--- config.mk ---
export PLATFORM = sky130hd
export DESIGN_NAME = dm_stage
export DESIGN_NICKNAME = d
export VERILOG_FILES = /design/src/rtl/dm_pkg.sv /design/src/rtl/dm_wait_counter.sv /design/src/rtl/dm_stage.sv
export SDC_FILE = /design/constraint.sdc
export NUM_CORES = 1
export LEC_CHECK = 0
export CAP_MARGIN = 0
export CORE_ASPECT_RATIO = 0.9
export CORE_MARGIN = 5
export CORE_UTILIZATION = 44
export CTS_CLUSTER_DIAMETER = 200
export CTS_CLUSTER_SIZE = 10
export DETAILED_ROUTE_END_ITERATION = 8
export PLACE_DENSITY = 0.88
export RECOVER_POWER = 50
export SLEW_MARGIN = 5
export SYNTH_ARGS = -nofsm -noshare
export SYNTH_HDL_FRONTEND = slang
export SYNTH_SLANG_ARGS = --single-unit
--- constraint.sdc ---
create_clock -name clk -period 2.8 [get_ports clk]
set_clock_uncertainty 0.15 [all_clocks]
set_input_delay 0.56 -clock clk [delete_from_list [all_inputs] [get_ports clk]]
set_output_delay 0.56 -clock clk [all_outputs]
set_load 0.02 [all_outputs]
--- src/rtl/dm_pkg.sv ---
// Shared definitions for the memory (DM) pipeline stage: FSM state codes,
// halt polarity, DM/WB bundle field widths and the access fault check.
package dm_pkg;

    // FSM state encoding
    localparam logic [1:0] ST_IDLE   = 2'b00;
    localparam logic [1:0] ST_WAIT   = 2'b01;
    localparam logic [1:0] ST_HALTED = 2'b10;

    // HaltSig is active-low: 0 marks a HALT instruction
    localparam logic HALT_N_ACTIVE = 1'b0;
    localparam logic HALT_N_IDLE   = 1'b1;

    // DM/WB bundle field widths
    localparam int unsigned DMWB_DATA_W = 16;
    localparam int unsigned DMWB_REG_W  = 3;

    // A memory op is faulty when it is both load and store, or when it
    // targets an odd (non word-aligned) address.
    function automatic logic is_mem_fault(input logic rd, input logic wr,
                                          input logic addr_lsb);
        return (rd & wr) | ((rd | wr) & addr_lsb);
    endfunction

endpackage

--- src/rtl/dm_wait_counter.sv ---
// Counts WAIT cycles spent without a memory acknowledge and flags the
// cycle on which the TIMEOUT-th such cycle is being spent.
module dm_wait_counter #(
    parameter int unsigned TIMEOUT = 64
) (
    input  logic clk,
    input  logic rst,
    input  logic clear,
    input  logic enable,
    output logic tc
);

    localparam int unsigned CNT_W = $clog2(TIMEOUT + 1);
    localparam logic [CNT_W-1:0] TC_VAL = CNT_W'(TIMEOUT - 1);

    logic [CNT_W-1:0] count;

    // Count cycles waited; saturate at the terminal value
    always_ff @(posedge clk) begin
        if (rst || clear) begin
            count <= '0;
        end else if (enable && !tc) begin
            count <= count + 1'b1;
        end
    end

    assign tc = (count == TC_VAL);

endmodule

--- src/rtl/dm_stage.sv ---
// Memory stage of the 16-bit pipeline: req/ack handshake to a
// variable-latency data memory, upstream stall, registered DM/WB bundle,
// plus halt, misaligned/illegal access and timeout termination.
module dm_stage
    import dm_pkg::*;
#(
    parameter int unsigned DATA_W  = 16,
    parameter int unsigned TIMEOUT = 64
) (
    input  logic                  clk,
    input  logic                  rst,
    input  logic                  EXDM_Valid,
    input  logic [DATA_W-1:0]     EXDM_ALUOut,
    input  logic [DATA_W-1:0]     EXDM_RTData,
    input  logic [DATA_W-1:0]     EXDM_PC,
    input  logic                  EXDM_MemWrt,
    input  logic                  EXDM_MemRead,
    input  logic                  EXDM_HaltSig,
    input  logic                  EXDM_RegWrt,
    input  logic [DMWB_REG_W-1:0] EXDM_WrReg,
    output logic                  mem_req,
    output logic                  mem_wr,
    output logic [DATA_W-1:0]     mem_addr,
    output logic [DATA_W-1:0]     mem_wdata,
    input  logic [DATA_W-1:0]     mem_rdata,
    input  logic                  mem_ack,
    output logic                  DM_Stall,
    output logic                  DM_Err,
    output logic                  DMWB_Valid,
    output logic [DATA_W-1:0]     DMWB_MemData,
    output logic [DATA_W-1:0]     DMWB_ALUOut,
    output logic [DATA_W-1:0]     DMWB_PC,
    output logic                  DMWB_RegWrt,
    output logic [DMWB_REG_W-1:0] DMWB_WrReg,
    output logic                  DMWB_HaltSig
);

    logic [1:0] state;
    logic [1:0] state_next;
    logic       in_idle;
    logic       in_wait;
    logic       access;
    logic       fault;
    logic       start;
    logic       ack_ok;
    logic       tc;
    logic       timeout;
    logic       halt_req;
    logic       stall_raw;
    logic       dmwb_we;
    logic       valid_next;

    assign in_idle  = (state == ST_IDLE);
    assign in_wait  = (state == ST_WAIT);
    assign access   = EXDM_Valid & (EXDM_MemRead | EXDM_MemWrt);
    assign fault    = EXDM_Valid & is_mem_fault(EXDM_MemRead, EXDM_MemWrt, EXDM_ALUOut[0]);
    assign start    = in_idle & access & ~fault;
    assign ack_ok   = in_wait & mem_ack;
    assign timeout  = in_wait & ~mem_ack & tc;
    assign halt_req = in_idle & EXDM_Valid & ~access & (EXDM_HaltSig == HALT_N_ACTIVE);

    // Acks arriving outside WAIT are dropped, so the DM/WB enable uses the
    // WAIT-qualified ack rather than the raw input.
    assign dmwb_we    = (in_idle & ~stall_raw) | ack_ok;
    assign valid_next = (in_idle & EXDM_Valid & ~access) | ack_ok;
    assign DM_Stall   = stall_raw & ~rst;

    dm_wait_counter #(
        .TIMEOUT (TIMEOUT)
    ) u_wait_counter (
        .clk    (clk),
        .rst    (rst),
        .clear  (start),
        .enable (in_wait & ~mem_ack),
        .tc     (tc)
    );

    // Upstream stall: any memory op in IDLE, WAIT until ack, always in HALTED
    always_comb begin
        stall_raw = 1'b1;
        case (state)
            ST_IDLE: stall_raw = access;
            ST_WAIT: stall_raw = ~mem_ack;
            default: stall_raw = 1'b1;
        endcase
    end

    // Next-state selection
    always_comb begin
        state_next = state;
        case (state)
            ST_IDLE: begin
                if (fault) begin
                    state_next = ST_HALTED;
                end else if (start) begin
                    state_next = ST_WAIT;
                end else if (halt_req) begin
                    state_next = ST_HALTED;
                end
            end
            ST_WAIT: begin
                if (mem_ack) begin
                    state_next = ST_IDLE;
                end else if (tc) begin
                    state_next = ST_HALTED;
                end
            end
            ST_HALTED: state_next = ST_HALTED;
            default:   state_next = ST_IDLE;
        endcase
    end

    // State register
    always_ff @(posedge clk) begin
        if (rst) begin
            state <= ST_IDLE;
        end else begin
            state <= state_next;
        end
    end

    // Memory request interface: launch on a legal access, drop on ack or timeout
    always_ff @(posedge clk) begin
        if (rst) begin
            mem_req   <= 1'b0;
            mem_wr    <= 1'b0;
            mem_addr  <= '0;
            mem_wdata <= '0;
        end else if (start) begin
            mem_req   <= 1'b1;
            mem_wr    <= EXDM_MemWrt;
            mem_addr  <= EXDM_ALUOut;
            mem_wdata <= EXDM_RTData;
        end else if (ack_ok || timeout) begin
            mem_req   <= 1'b0;
        end
    end

    // Sticky error flag for faulty accesses and memory timeouts
    always_ff @(posedge clk) begin
        if (rst) begin
            DM_Err <= 1'b0;
        end else if ((in_idle && fault) || timeout) begin
            DM_Err <= 1'b1;
        end
    end

    // DM/WB bundle; Valid and RegWrt update every cycle so bubbles never write back
    always_ff @(posedge clk) begin
        if (rst) begin
            DMWB_Valid   <= 1'b0;
            DMWB_RegWrt  <= 1'b0;
            DMWB_MemData <= '0;
            DMWB_ALUOut  <= '0;
            DMWB_PC      <= '0;
            DMWB_WrReg   <= '0;
            DMWB_HaltSig <= HALT_N_IDLE;
        end else begin
            DMWB_Valid  <= valid_next;
            DMWB_RegWrt <= valid_next & EXDM_RegWrt;
            if (dmwb_we) begin
                DMWB_MemData <= (ack_ok && !mem_wr) ? mem_rdata : '0;
                DMWB_ALUOut  <= EXDM_ALUOut;
                DMWB_PC      <= EXDM_PC;
                DMWB_WrReg   <= EXDM_WrReg;
                DMWB_HaltSig <= EXDM_Valid ? EXDM_HaltSig : HALT_N_IDLE;
            end
        end
    end

endmodule

==> results of run 1 <==
-- where the power goes --
part | leakage (uW) | internal [uW] | switching (uW)
Combinational | 0.00132 | 247 | 277
Clock | 0.0000877 | 410 | 464
Sequential | 0.000798 | 1460 | 33.3
Total | 0.00221 | 2120 | 774
-- cell usage in the layout (no fill, tap or decap), types with 2 or more instances in the layout --
cell                              instances
sky130_fd_sc_hd__a211oi_1                 2
sky130_fd_sc_hd__a21oi_1                 71
sky130_fd_sc_hd__a22o_1                  16
sky130_fd_sc_hd__and3_1                   2
sky130_fd_sc_hd__buf_4                   12
sky130_fd_sc_hd__clkbuf_1                 3
sky130_fd_sc_hd__clkbuf_8                 9
sky130_fd_sc_hd__clkdlybuf4s50_1         90
sky130_fd_sc_hd__clkinvlp_4               3
sky130_fd_sc_hd__dfxtp_1                 98
sky130_fd_sc_hd__dlygate4sd3_1           72
sky130_fd_sc_hd__mux2i_1                  3
sky130_fd_sc_hd__nand2_1                140
sky130_fd_sc_hd__nand2b_1                 2
sky130_fd_sc_hd__nand4_1                  3
sky130_fd_sc_hd__nor2_1                  12
sky130_fd_sc_hd__nor2b_1                  2
sky130_fd_sc_hd__nor3_1                   2
sky130_fd_sc_hd__nor3b_1                  3
sky130_fd_sc_hd__o21ai_0                  5
sky130_fd_sc_hd__xor2_1                   2
-- cell type report --
class	count	share of cell area (%)
clock buffer	9	2.275
clock inverter	6	1.218
tap	99	2.275
sequential	98	36.03
timing repair buffer	180	32.03
inverter	1	0.06893
multi-input combinational	283	26.10
-- sequential cells by signal, indices dropped and copies added, names as in the netlist --
register	count
DMWB_ALUOut	16
DMWB_MemData	16
DMWB_PC	16
mem_addr	16
mem_wdata	16
u_wait_counter.count	7
DMWB_WrReg	3
state	2
DMWB_HaltSig	1
DMWB_RegWrt	1
DMWB_Valid	1
DM_Err	1
mem_req	1
mem_wr	1
-- critical path, cell delays in order --
cell and delay (ns):
sky130_fd_sc_hd__clkdlybuf4s50_1 0.42, sky130_fd_sc_hd__or2_0 0.33, sky130_fd_sc_hd__a211oi_4 0.24, sky130_fd_sc_hd__nor2_1 0.08
sky130_fd_sc_hd__dlygate4sd2_1 0.35
-- per-stage QoR --
stage / setup slack [ns] / setup TNS, ns / area [um^2] / hold slack [ns]
2_1_floorplan: 0.6218 / 0 / 3516 / 0.2727
3_3_place_gp: -0.04934 / -0.04934 / 5275 / 0.2631
3_5_place_dp: -0.08187 / -0.08187 / 5275 / 0.2854
4_1_cts: 0.1584 / 0 / 5464 / 0.2980
5_1_grt: 0.06298 / 0 / 5445 / 0.3073
6_report: 0.1121 / 0 / 5445 / 0.2871
-- synth_stat cells, drive strengths merged, types with 2 or more instances --
cell type	number	area (um^2)
a211oi	3	35.03
a21oi	71	355.3
a22o	16	140.1
and3	2	12.51
buf	19	100.1
clkbuf	8	30.03
dfxtp	98	1962
mux2i	3	30.03
nand2	140	525.5
nand2b	3	26.27
nand4	3	18.77
nor2	12	47.55
nor2b	2	12.51
nor3	2	10.01
nor3b	3	27.52
nor4	3	31.28
o21ai	5	25.02
xor2	2	17.52
-- metal layers --
| metal | global-route usage [%] | up-vias | routed length (um) |
|---|---|---|---|
| met5 | 0 | - | 0 |
| met4 | 4.099 | 0 | 41 |
| met3 | 7.450 | 6 | 847 |
| met2 | 35.46 | 139 | 5100 |
| met1 | 23.47 | 1580 | 4376 |
| li1 | - | 1696 | - |
-- worst max-delay path by stage --
stage,from,to
global placement,EXDM_MemWrt,DM_Stall
finish,EXDM_MemWrt,DM_Stall
CTS,EXDM_MemWrt,DM_Stall
detailed placement,EXDM_Valid,DM_Stall
global route,EXDM_MemWrt,DM_Stall
floorplan,EXDM_MemWrt,DM_Stall
-- kinds of logic (layout without fill, tap and decap cells) --
kind of cell / after synthesis / after routing / share of synthesized area (%)
DFF: 98 / 98 / 55.80
AOI/OAI and AO/OA: 100 / 100 / 16.98
adders and majority gates: 1 / 1 / 0.3558
muxes: 3 / 3 / 0.8541
and+or+nand+nor: 176 / 176 / 21.46
xor gates and xnor gates: 3 / 3 / 0.7475
buffers and inverters: 28 / 196 / 3.808
==> out/summary.txt, run 1 <==
========================================================================================
Top FF cell, synth                                                          sky130_fd_sc_hd__dfxtp_1
Number of buffers inserted for hold repair after clock tree synthesis                  0
Layout cells sized above 1                                                        5.719%
Global route total overflow                                                            0
Clock tree sinks                                                                      98
Finished Layout Cells                                                                676
Leakage power total                                                          0.002207 uW
Area of the multi-input gates                                               0.001421 mm^2
VDD IR max                                                                     0.3433 mV
Fin. Hold Viols                                                                        0
Diodes inserted                                                                        0
Antenna violation net count after detailed routing                                     0
Sort of element at the end of the critical path                             primary output
Vias in the first global route                                                      3346
Post-Syn Nets                                                                        485
Total half-perimeter wirelength after legalization and detailed placement        7740 um
Mapped Cells                                                                         409
P&R area growth vs syn                                                            54.88%
Power Density                                                               530.7 mW/mm^2
Upper clock frequency limit                                                    372.0 MHz
Data arrival time of the critical path                                           1.98 ns
Remaining DRCs                                                                         0
Top-Level Pins                                                                       165
Distinct cell type count of the synthesized netlist                                   40
Final-layout fill cell count                                                         640
Post-detailed-route wirelength per cell                                         15.33 um
Die extent in x                                                                 104.2 um
Share of the yosys chip area belonging to registers                               55.80%
Number of enable flip-flop cells after synthesis                                       0
Run status                                                                  finished clean
Final weighted congestion in routability-driven placement                         0.8094
Origin of the worst min-delay path                                           mem_addr[0]
Latest clock arrival within the worst-skew pair                                  0.34 ns
Final Core Density                                                                68.82%
Maximum number of pins on one net before global-route repair                          76
Warnings from Yosys                                                                    0
First-pass GRT wire length                                                      16300 um
Number of cells on the worst reg-to-reg path                                           5
Async set or reset register ratio after synthesis                                     0%
Via Count                                                                           3421
Worst-case clock buffer depth                                                          2
Violation count after the first detailed-routing iteration                            93
Clock transition at the registers of the reported paths                          0.08 ns
Rows                                                                                  31
Critical register-to-register path startpoint                                   state[1]
End point of the worst hold path                                             mem_addr[0]
Number of gates resized after cts                                                      1
Endpoint of the worst-slack reg-to-reg timing path                          u_wait_counter.count[1]
WS Path Type                                                                primary input to primary output
Maximum fanout encountered on the critical timing path                                 2
Critical path launch point type                                             primary input
Setup violation total in the final timing report                                       0
DIE HEIGHT                                                                      94.81 um
Post-route minimum period                                                       2.688 ns
Post-route fraction of the period consumed by the critical path                   96.00%
Register-to-register path setup slack                                            0.60 ns
Number of instances in the placed design                                             661
Library cell used as clock root buffer                                      sky130_fd_sc_hd__clkbuf_8
Die outline area                                                            0.009881 mm^2
Max-slew violation count                                                               0
H-tree levels                                                                          3
Yosys reg bits                                                                        98
Average vias per placed instance                                                   5.061
Register area                                                               0.001962 mm^2
Data required time at the worst endpoint                                         2.09 ns
Gr usage total                                                                    20.04%
Inserted Clock Buffers                                                                 9
Cell count of the worst hold path                                                      2
Worst slew margin                                                                 44.87%
Net count reported at finish                                                         649
Unrepaired setup endpoints after global routing                                       no
Count of TritonRoute iterations in the first routing pass                              5
Post-synth design cell area                                                 0.003516 mm^2
Post-route total power                                                           2890 uW
Post-CTS setup repair buffer count                                                     0
Wirelength, routed                                                              10370 um
Placeable core area                                                         0.007913 mm^2
Initial core utilization                                                          44.43%
Number of antenna violations at the first check in global routing                      0
Max-cap violations                                                                     0
Worst hold path type                                                        flop to flop
Number of input and output port buffers inserted                                     164
Mean area per synthesized cell                                                8.596 um^2
CTS tree                                                                           built
Slew at the pin with the worst max-slew slack                                  0.8252 ns
========================================================================================
No activity file was read; power rests on OpenSTA's default activity.
==> inputs of run 2 (changes only) <==
Settings changed: CORE_MARGIN 5 to 1.
==> run 2 against run 1 <==
  * Clock power increased by 26%
  * Die area shrank 15%
  * Hold slack got worse by 0.010 ns
  * Core utilization is 3.1 points higher
  * Highest routed layer unchanged
==> out/summary.txt, run 2 (synthesis results as in run 1) <==
========================================================================================
Wirelength, routed                                                               9569 um
Proportion of power drawn by the clock network                                     35.4%
Crit-path slowest cell                                                      sky130_fd_sc_hd__clkdlybuf4s50_1
Worst slew margin                                                                 48.60%
Relative contribution of sequential cells to total power                           48.0%
Origin of the worst min-delay path                                           mem_addr[0]
DIE HEIGHT                                                                      86.81 um
Library cell used as clock root buffer                                      sky130_fd_sc_hd__clkbuf_8
Max-cap violations                                                                     0
Global route total overflow                                                            0
Die outline area                                                            0.008353 mm^2
Most used cells in the layout excluding fill and tap cells                  sky130_fd_sc_hd__nand2_1 (140), sky130_fd_sc_hd__dfxtp_1 (98), sky130_fd_sc_hd__clkdlybuf4s50_1 (94)
Placeable core area                                                         0.007657 mm^2
Number of buffers inserted for hold repair after clock tree synthesis                  0
Average vias per placed instance                                                   5.082
Number of input and output port buffers inserted                                     164
Top-Level Pins                                                                       165
Combinational share of power                                                       16.6%
Register-to-register path setup slack                                            0.61 ns
Upper clock frequency limit                                                    380.1 MHz
Largest delay share family, worst path                                      buffers and inverters
Leakage power total                                                          0.002233 uW
Total half-perimeter wirelength after legalization and detailed placement        7035 um
Unrepaired setup endpoints after global routing                                       no
Critical register-to-register path startpoint                                   state[0]
Number of instances in the placed design                                             658
Remaining DRCs                                                                         0
Worst-case clock buffer depth                                                          2
Worst setup timing slack at the placement stage                              -0.08038 ns
WS Path Type                                                                primary input to primary output
Post-route minimum period                                                       2.631 ns
Diodes inserted                                                                        0
Max-slew violation count                                                               0
Post-CTS setup repair buffer count                                                     0
Cell Chain, Critical Path                                                   clkdlybuf4s50_1 > nor2b_1 > a211oi_4 > nor2_2 > dlygate4sd2_1
Critical path launch point type                                             primary input
Largest stage delay on the critical path                                         0.50 ns
Slew at the pin with the worst max-slew slack                                  0.7709 ns
Run status                                                                  finished clean
CTS tree                                                                           built
Cell count of the worst hold path                                                      2
First-pass GRT wire length                                                      14880 um
P&R area growth vs syn                                                            56.55%
Dpl cell area                                                               0.005271 mm^2
Endpoint of the worst-slack reg-to-reg timing path                          DMWB_ALUOut[5]
Number of antenna violations at the first check in global routing                      0
H-tree levels                                                                          3
Data required time at the worst endpoint                                         2.09 ns
Power Density                                                               565.1 mW/mm^2
Post-detailed-route wirelength per cell                                         14.20 um
Sort of element at the end of the critical path                             primary output
Via Count                                                                           3425
Leading cell type in the layout, fill and taps excluded                     sky130_fd_sc_hd__nand2_1
Clock transition at the registers of the reported paths                          0.09 ns
Data arrival time of the critical path                                           1.92 ns
Net switching power                                                             779.8 uW
Antenna violation net count after detailed routing                                     0
Worst hold path type                                                        flop to flop
Number of cells on the worst reg-to-reg path                                           6
Finished Layout Cells                                                                674
Inserted Clock Buffers                                                                 9
Die extent in x                                                                 96.23 um
Initial core utilization                                                          45.92%
Post-route fraction of the period consumed by the critical path                   93.96%
Internal                                                                         2330 uW
VDD IR max                                                                     0.3995 mV
Maximum fanout encountered on the critical timing path                                 2
End point of the worst hold path                                             mem_addr[0]
Clock tree sinks                                                                      98
Layout cells sized above 1                                                        6.055%
Final weighted congestion in routability-driven placement                         0.7946
Gr usage total                                                                    23.02%
Switching Share                                                                   25.07%
Latest clock arrival within the worst-skew pair                                  0.34 ns
Fin. Hold Viols                                                                        0
Setup violation total in the final timing report                                       0
Maximum number of pins on one net before global-route repair                          76
Rows                                                                                  30
Count of TritonRoute iterations in the first routing pass                              4
Violation count after the first detailed-routing iteration                            99
Post-route cell area                                                        0.005504 mm^2
Buffers plus inverters on the worst setup path                                         2
Net count reported at finish                                                         649
Total number of cells along the worst setup path                                       5
Crit path setup slack, layout                                                  0.1691 ns
Vias in the first global route                                                      3346
========================================================================================
==> run 2: cell types whose count changed in the layout (fill, tap and decap cells not counted), moves of 2 or more <==
cell | previous run | this run
sky130_fd_sc_hd__clkbuf_2 | 0 | 2
sky130_fd_sc_hd__clkdlybuf4s50_1 | 90 | 94
sky130_fd_sc_hd__clkinvlp_4 | 3 | 0
sky130_fd_sc_hd__bufinv_16 | 1 | 3
sky130_fd_sc_hd__dlygate4sd3_1 | 72 | 68
==> run 2: worst reg2reg max path, cell delays in order (launching register included) <==
cell and delay [ns]:
sky130_fd_sc_hd__dfxtp_1 0.41, sky130_fd_sc_hd__nor2b_1 0.30, sky130_fd_sc_hd__clkbuf_4 0.21, sky130_fd_sc_hd__a211o_1 0.18, sky130_fd_sc_hd__clkbuf_1 0.56, sky130_fd_sc_hd__nand2_1 0.13
sky130_fd_sc_hd__a21oi_1 0.18
==> run 2: worst max path at each step <==
| stage | from | to |
|---|---|---|
| floorplan | EXDM_MemWrt | DM_Stall |
| global placement | EXDM_Valid | DM_Stall |
| detailed placement | EXDM_Valid | DM_Stall |
| CTS | EXDM_MemWrt | DM_Stall |
| global route | EXDM_Valid | DM_Stall |
| finish | EXDM_Valid | DM_Stall |
==> run 2: per-stage QoR <==
step	hold slack (ns)	total power, uW	util, %	setup TNS [ns]
finish	0.2766	3110	71.88	0
global route	0.3145	3245	71.88	0
CTS	0.2853	3173	72.14	0
detailed placement	0.2721	2071	68.84	-0.08038
global placement	0.2669	2054	68.84	-0.02955
floorplan	0.2727	1774	-	0
==> run 2: what timing repair did <==
action | in CTS | in global routing
endpoints found under the setup margin | 1 | 0
hold endpoints to repair | 0 | 0
resized for setup | 2 | 0
==> run 2: layout make-up <==
cell class | instances | area (um^2)
fill | 587 | 2153
sequential | 98 | 1962
timing repair buffer | 180 | 1743
multi-input combinational | 283 | 1424
clock buffer | 11 | 141.4
tap | 96 | 120.1
clock inverter | 5 | 110.1
inverter | 1 | 3.754
==> run 2: power groups by stage <==
stage / clock [uW] / sequential [uW] / combinational (uW)
3_3_place_gp: 0 / 1520 / 531
4_1_cts: 1130 / 1500 / 544
3_5_place_dp: 0 / 1530 / 544
2_1_floorplan: 0 / 1600 / 172
6_report: 1100 / 1490 / 517
5_1_grt: 1180 / 1500 / 561
==> run 2: routing by layer <==
layer	part of all wire (%)	up-vias	global-route usage [%]
li1	-	1693	-
met1	38	1582	23.69
met2	52	136	41.97
met3	8.8	14	8.684
met4	1.7	0	8.548
met5	0	-	0
==> inputs of run 3 (changes only) <==
Settings changed: SKIP_LAST_GASP set to 1.
==> results of run 3 <==
Same layout as run 2: the final DEF is identical, and so are final timing and power.
